### src/rtl/gpio_input_ctrl_pkg.sv
// Shared definitions for the GPIO input controller: bus width, register map
// and the debounce counter sizing helper.
package gpio_input_ctrl_pkg;

    localparam int BUS_WIDTH = 32;

    typedef enum logic [1:0] {
        GPIO_ADDR_DATA = 2'd0,
        GPIO_ADDR_RISE = 2'd1,
        GPIO_ADDR_FALL = 2'd2,
        GPIO_ADDR_PEND = 2'd3
    } gpio_addr_e;

    // A single-cycle debounce still needs one counter bit to stay well formed.
    function automatic int debounce_cnt_width(input int cycles);
        return (cycles > 1) ? $clog2(cycles) : 1;
    endfunction

endpackage

### src/rtl/gpio_debounce.sv
// One GPIO pin: two-flop synchronizer, saturating debounce counter and the
// accepted (stable) level, plus one-cycle strobes for the accepted transition.
module gpio_debounce
    import gpio_input_ctrl_pkg::*;
#(
    parameter int DEBOUNCE_CYCLES = 16
) (
    input  logic clk,
    input  logic resetN,
    input  logic pin,
    output logic stable,
    output logic rise,
    output logic fall
);

    localparam int CW = debounce_cnt_width(DEBOUNCE_CYCLES);
    localparam logic [CW-1:0] CNT_LAST = CW'(DEBOUNCE_CYCLES - 1);

    logic          sync1;
    logic          sync2;
    logic [CW-1:0] cnt;
    logic          accept;

    // The strobes fire in the cycle before stable flips, so pending bits
    // update on the same edge as stable.
    assign accept = (sync2 != stable) && (cnt == CNT_LAST);
    assign rise   = accept & sync2;
    assign fall   = accept & ~sync2;

    always_ff @(posedge clk or negedge resetN) begin
        if (!resetN) begin
            sync1 <= 1'b0;
            sync2 <= 1'b0;
        end else begin
            sync1 <= pin;
            sync2 <= sync1;
        end
    end

    always_ff @(posedge clk or negedge resetN) begin
        if (!resetN) begin
            cnt    <= '0;
            stable <= 1'b0;
        end else if (sync2 == stable) begin
            cnt <= '0;
        end else if (accept) begin
            stable <= sync2;
            cnt    <= '0;
        end else begin
            cnt <= cnt + 1'b1;
        end
    end

endmodule

### src/rtl/gpio_input_ctrl.sv
// GPIO input controller: debounced pin levels, edge-triggered pending bits
// and a 4-word bus slave with a one-cycle registered response.
module gpio_input_ctrl
    import gpio_input_ctrl_pkg::*;
#(
    parameter int PIN_COUNT       = 8,
    parameter int DEBOUNCE_CYCLES = 16
) (
    input  logic                 clk,
    input  logic                 resetN,
    input  logic [PIN_COUNT-1:0] GPIOIn,
    input  logic                 cs,
    input  logic                 as,
    input  logic                 rw,
    input  logic [1:0]           addr,
    input  logic [BUS_WIDTH-1:0] wrData,
    output logic [BUS_WIDTH-1:0] rdData,
    output logic                 rdy,
    output logic                 irq
);

    logic [PIN_COUNT-1:0] stable;
    logic [PIN_COUNT-1:0] rise_hit;
    logic [PIN_COUNT-1:0] fall_hit;
    logic [PIN_COUNT-1:0] rise_en;
    logic [PIN_COUNT-1:0] fall_en;
    logic [PIN_COUNT-1:0] pend;
    logic [PIN_COUNT-1:0] wr_pins;
    logic [PIN_COUNT-1:0] set_mask;
    logic [PIN_COUNT-1:0] clr_mask;
    logic [BUS_WIDTH-1:0] rd_word;
    logic                 access;
    logic                 wr_access;

    for (genvar i = 0; i < PIN_COUNT; i++) begin : g_pin
        gpio_debounce #(
            .DEBOUNCE_CYCLES(DEBOUNCE_CYCLES)
        ) u_debounce (
            .clk   (clk),
            .resetN(resetN),
            .pin   (GPIOIn[i]),
            .stable(stable[i]),
            .rise  (rise_hit[i]),
            .fall  (fall_hit[i])
        );
    end

    if (PIN_COUNT < BUS_WIDTH) begin : g_unused
        logic unused_wr_hi;
        assign unused_wr_hi = ^wrData[BUS_WIDTH-1:PIN_COUNT];
    end

    assign access    = cs & as;
    assign wr_access = access & ~rw;
    assign wr_pins   = wrData[PIN_COUNT-1:0];
    assign set_mask  = (rise_hit & rise_en) | (fall_hit & fall_en);
    assign clr_mask  = (wr_access && addr == GPIO_ADDR_PEND) ? wr_pins : '0;
    assign irq       = |pend;

    always_comb begin
        rd_word = '0;
        case (gpio_addr_e'(addr))
            GPIO_ADDR_DATA: rd_word[PIN_COUNT-1:0] = stable;
            GPIO_ADDR_RISE: rd_word[PIN_COUNT-1:0] = rise_en;
            GPIO_ADDR_FALL: rd_word[PIN_COUNT-1:0] = fall_en;
            GPIO_ADDR_PEND: rd_word[PIN_COUNT-1:0] = pend;
            default:        rd_word = '0;
        endcase
    end

    always_ff @(posedge clk or negedge resetN) begin
        if (!resetN) begin
            rise_en <= '0;
            fall_en <= '0;
        end else if (wr_access) begin
            if (addr == GPIO_ADDR_RISE) rise_en <= wr_pins;
            if (addr == GPIO_ADDR_FALL) fall_en <= wr_pins;
        end
    end

    // A new edge in the same cycle as its write-1-to-clear keeps the bit set.
    always_ff @(posedge clk or negedge resetN) begin
        if (!resetN) begin
            pend <= '0;
        end else begin
            pend <= (pend & ~clr_mask) | set_mask;
        end
    end

    always_ff @(posedge clk or negedge resetN) begin
        if (!resetN) begin
            rdy    <= 1'b0;
            rdData <= '0;
        end else begin
            rdy    <= access;
            rdData <= (access && rw) ? rd_word : '0;
        end
    end

endmodule

### config.mk
export PLATFORM = sky130hd
export DESIGN_NAME = gpio_input_ctrl
export DESIGN_NICKNAME = d
export VERILOG_FILES = /design/src/rtl/gpio_input_ctrl_pkg.sv /design/src/rtl/gpio_debounce.sv /design/src/rtl/gpio_input_ctrl.sv
export SDC_FILE = /design/constraint.sdc
export NUM_CORES = 1
export LEC_CHECK = 0
export CAP_MARGIN = 15
export CORE_MARGIN = 10
export CORE_UTILIZATION = 30
export DETAILED_ROUTE_END_ITERATION = 8
export GPL_TIMING_DRIVEN = 0
export PLACE_DENSITY_LB_ADDON = 0.08
export SLEW_MARGIN = 20
export SYNTH_ARGS = -nofsm -noshare
export SYNTH_HDL_FRONTEND = slang
export SYNTH_HIERARCHICAL = 1
export SYNTH_SLANG_ARGS = --single-unit
### constraint.sdc
create_clock -name clk -period 1.2 [get_ports clk]
set_clock_uncertainty 0.1 [all_clocks]
set_input_delay 0.24 -clock clk [delete_from_list [all_inputs] [get_ports clk]]
set_output_delay 0.24 -clock clk [all_outputs]
set_load 0.02 [all_outputs]
Word-level counts from Yosys, hierarchy flattened
Cells that the tools add are included.
- register bits after elaboration: 89
- bits of input ports: 47
- output and inout bits: 34
- logic and storage cells: 154
- multiplexer cells: 19
- add/sub/neg operators: 8
- bitwise operators: 41
- eq/ne operators: 27
- reductions and logical operators: 22
- operators by type and width (operator ; count):
    4-bit 2-to-1 mux ; 16
    4-bit by 1-bit adder with 4-bit output (second input constant) ; 8
    4-bit == test (second input constant) ; 8
    8-bit one-hot mux with 4 select lines ; 1
    8-bit AND ; 3
    2-bit AND reduction ; 10
    1-bit AND ; 18
    1-bit NOT ; 17
    8-bit 2-to-1 mux ; 2
    8-bit OR ; 2
    1-bit logical AND ; 10
    1-bit == test ; 8
    1-bit != test ; 8
    8-bit NOT ; 1
    8-bit OR reduction ; 1
    2-bit == test (second input constant) ; 2
    2-bit by 1-bit == test with 1-bit output (second input constant) ; 1
    2-bit logical NOT ; 1

Logic depth before layout (Yosys ltp)
- word-level depth: 7
- depth in mapped cells: 5
- gate-level depth less buffers: 5

Cells and area by module
Netlist, hierarchy kept.
- by module, submodules not included (module ; times used ; area an instance (µm²) ; cells an instance):
    gpio_debounce (g_pin[1].u_debounce ...) ; 7 ; 295.3 ; 22
    gpio_input_ctrl ; 1 ; 1730.4 ; 134
    gpio_debounce (g_pin[0].u_debounce) ; 1 ; 285.3 ; 20

Worst setup path after synthesis
No wires, ideal clock.
- path type: in2reg
- start: input addr[1]
- end: register fall_en[0]
- slack: -0.156 ns
- data required time: 0.975 ns
- cell stages on the path: 4
- arrival time: 1.131 ns
- cells stage by stage: buf_6 > nand4b_2 > nor2_4 > mux2_2
- longest elaborated chain between the ends: 2
- RTL lines (what ; RTL line ; RTL):
    start: declaration ; gpio_input_ctrl.sv:15 ; input logic [1:0] addr,
    2-bit == test ; gpio_input_ctrl.sv:77 ; if (addr == GPIO_ADDR_FALL) fall_en <= wr_pins;
    2-bit AND reduction (no source line) ; n/a ;
    end signal: assignment ; gpio_input_ctrl.sv:77 ;
    end: declaration ; gpio_input_ctrl.sv:26 ; logic [PIN_COUNT-1:0] fall_en;
No other way between the ends.
A chain may end at the register's enable or synchronous reset.

Worst setup path in the final report
- start: register pend[5]
- end: output irq
- longest elaborated chain between the ends: 1
- RTL lines (what ; RTL line ; RTL):
    start: declaration ; gpio_input_ctrl.sv:27 ; logic [PIN_COUNT-1:0] pend;
    start signal: assignment ; gpio_input_ctrl.sv:86 ; pend <= (pend & ~clr_mask) | set_mask;
    8-bit OR reduction ; gpio_input_ctrl.sv:58 ; assign irq = |pend;
    end: declaration ; gpio_input_ctrl.sv:19 ; output logic irq
No other way between the ends.

==> qor.csv <==
metric,value,unit
outcome,"complete, but fails checks",
violations,negative setup slack,
synth_xor_area_share,3.43,%
p_per_area,1340,nW/um^2
yosysMostFrequentCell,dfrtp_1,
holdWs,0.184,ns
ys.flop_type,dfrtp_1,
ios,81,
drv_cap,0,
fin_total_pwr,7.69,mW
cts_tree,done,
setup_viol,18,
antenna_left,0,
start_kind,flop,
fp.coreArea,13300,um^2
grt_max_degree,61,
clk_latency,0.35,ns
synth_top_family_by_area,simple AND/OR/NAND/NOR gates,
synthMuxAreaShare,12.5,%
wirelength,8930,um
numCtsBuffers,9,
synth_area,4080,um^2
placed_cells,538,
htree_levels,3,
antenna_found_initial,0,
via_per_inst,4.41,
portBuffers,30,
slew_viol_final,0,
die_w,137,um
drtIter0Drc,138,
rsz0062_at_grt,yes,
synth_warnings,6,
clk_pin_slew_worst_paths,0.06,ns
antenna_cells,0,
nFillCells,1259,
crit_slowest_cell,dfrtp_1,
cts_sinks,89,
die-area,18700,um^2
pre_cts_slack,-1.02,ns
grt_util_all_layers,9.91,%
synth_common_cells,"89 x dfrtp_1, 25 x buf_4, 17 x nand2_1, 17 x nor3b_1",
cp_slowest_stage_delay,0.43,ns
crit_path_cell_trace,nor4_2 > nand2_1 > buf_6,
stdcell_count,590,
synthAdderAreaFrac,2.45,%
fin_ws,-0.494,ns
cts_root_buffer,clkbuf_16,
hp-class,input port to flop,
start_util,30.7,%
crit_family,flip-flops,
required,0.86,ns
globalRouteOverflowTotal,0,
ys_seq_area_share,54.6,%
hold_viol,0,
max-vdd-ir-drop,0.000620,V
grt_pass1_wl,14400,um
syn-mean-instance-area,13.3,um^2
vias,2601,
utilization,43.0,%
ys_top_cells_by_area,"dfrtp_1 55%, mux2_4 5.9%, buf_4 4.6%",
crit_type,flop to output pin,
cts_buffer_depth,2,
finalCritPeriodShare,141,%
rrSetupSlack,-0.21,ns
grt_pass1_vias,2723,
die_y,137,um
p_leak,2.47,nW
max_freq,0.590,GHz
yosys_register_bits,89,
synth_compound_gate_area_share,5.58,%
drtPass1Iterations,4,
drc,0,
wl_per_cell,15.1,um
period_minus_slack,1.69,ns
crit_path_end_kind,output pin,
yosysTopAreaCell,dfrtp_1,
critPathArrivalTime,1.35,ns
rows,42,
synth_edf_count,0,
hpwl,5560,um
nets,464,
drive_above_1_share,46.9,%
async_reset_ff_share,100,%
yosys.area_share.simple,15.2,%
synth.top_cell.area_share,54.6,%
critPathMaxFanout,2,
ys_types,30,
area_growth,40.1,%
path_buf_inv,1,
syn_inst,308,
gp_congestion,0.687,
==> state kept, by name (all words and copies together) (netlist names) <==
register and flops:
g_pin.u_debounce/sync1 8, rdData 8, rise_en 8, pend 8, g_pin.u_debounce/stable 8, rdy 1, fall_en 8, g_pin.u_debounce/cnt 32
g_pin.u_debounce/sync2 8
==> routing by layer <==
metal	vias to the layer above	GRT usage [%]	part of all wire, %
met1	1289	12.4	45
met5	-	0	0
met4	0	3.55	1.3
met3	10	3.59	5.0
met2	51	15.4	49
li1	1251	-	-
==> report_power, final <==
| group | switching, mW | total [mW] | leakage [nW] | internal (mW) |
|---|---|---|---|---|
| registers | 0.281 | 3.57 | 1.14 | 3.29 |
| logic | 0.453 | 1.13 | 1.18 | 0.679 |
| clock network | 1.18 | 2.99 | 0.159 | 1.81 |
==> worst register-to-register path: cells and delay by family (launching register included) <==
| kind | cells | cell delay [ns] |
|---|---|---|
| simple gates | 1 | 0.19 |
| flops | 1 | 0.43 |
| mux | 1 | 0.45 |
| buf+inv | 1 | 0.14 |
==> metrics by stage <==
stage          TNS [ns]  instance area [um^2]
2_1_floorplan     -2.83                  4200
3_3_place_gp    -359.54                  4720
3_5_place_dp     -23.07                  4750
4_1_cts           -1.55                  5520
5_1_grt           -2.87                  5720
6_report          -1.68                  5720
==> cells in the final DEF, fill, tap and decap left out, types with 2 or more instances in the layout <==
| cell | instances |
|---|---|
| xnor2_2 | 10 |
| mux2_4 | 16 |
| buf_6 | 17 |
| mux4_2 | 8 |
| a21oi_1 | 11 |
| mux2_2 | 8 |
| nor2_1 | 8 |
| a22oi_1 | 7 |
| clkinv_2 | 5 |
| nand4b_1 | 7 |
| dfrtp_1 | 88 |
| nor4_2 | 2 |
| o21ai_0 | 15 |
| clkbuf_16 | 9 |
| inv_1 | 7 |
| nand2_1 | 17 |
| ha_4 | 8 |
| bufinv_16 | 2 |
| and3_4 | 8 |
| buf_4 | 57 |
| xnor2_1 | 6 |
| clkdlybuf4s50_1 | 16 |
| nand3_4 | 8 |
| conb_1 | 24 |
| clkdlybuf4s15_2 | 2 |
| nor2b_1 | 8 |
| a21oi_2 | 3 |
| nor3b_2 | 23 |
==> cell type report <==
cell class	count	area, um^2	share of cell area (%)
Clock inverter	7	85.1	1.49
Timing Repair Buffer	68	647	11.3
Multi-Input combinational cell	206	2070	36.2
Tap cell	176	220	3.85
Clock buffer	9	225	3.94
Inverter	7	26.3	0.459
Sequential cell	89	2230	38.9
Buffer	28	218	3.80
==> worst paths after layout <==
path                            cells after the start                        end                 startpoint
worst max-delay path                                3                        irq                    pend[5]
worst min-delay path                                2                  rdData[2]                         rw
worst max register to register                      3                  rdData[5]                    pend[5]
worst min register to register                      0  g_pin[5].u_debounce/sync2  g_pin[5].u_debounce/sync1
max in group asynchronous                           3                  rdData[5]                     resetN
min in group asynchronous                           2                 fall_en[6]                     resetN
==> logic make-up after synthesis <==
logic type,count (synthesis)
AOI/OAI and AO/OA,40
xor gates and xnor gates,16
adders and majority gates,8
buffers and inverters,36
DFF,89
muxes,32
other,1
and+or+nand+nor,86
==> repair_timing <==
item	4_1_cts	5_1_grt
hold buffers	1	0
setup buffers	32	4
pin swaps	17	14
resized for setup	103	29
endpoints found under the setup margin	51	60
endpoints found under the hold margin	29	0
No activity file was read; power rests on OpenSTA's default activity.
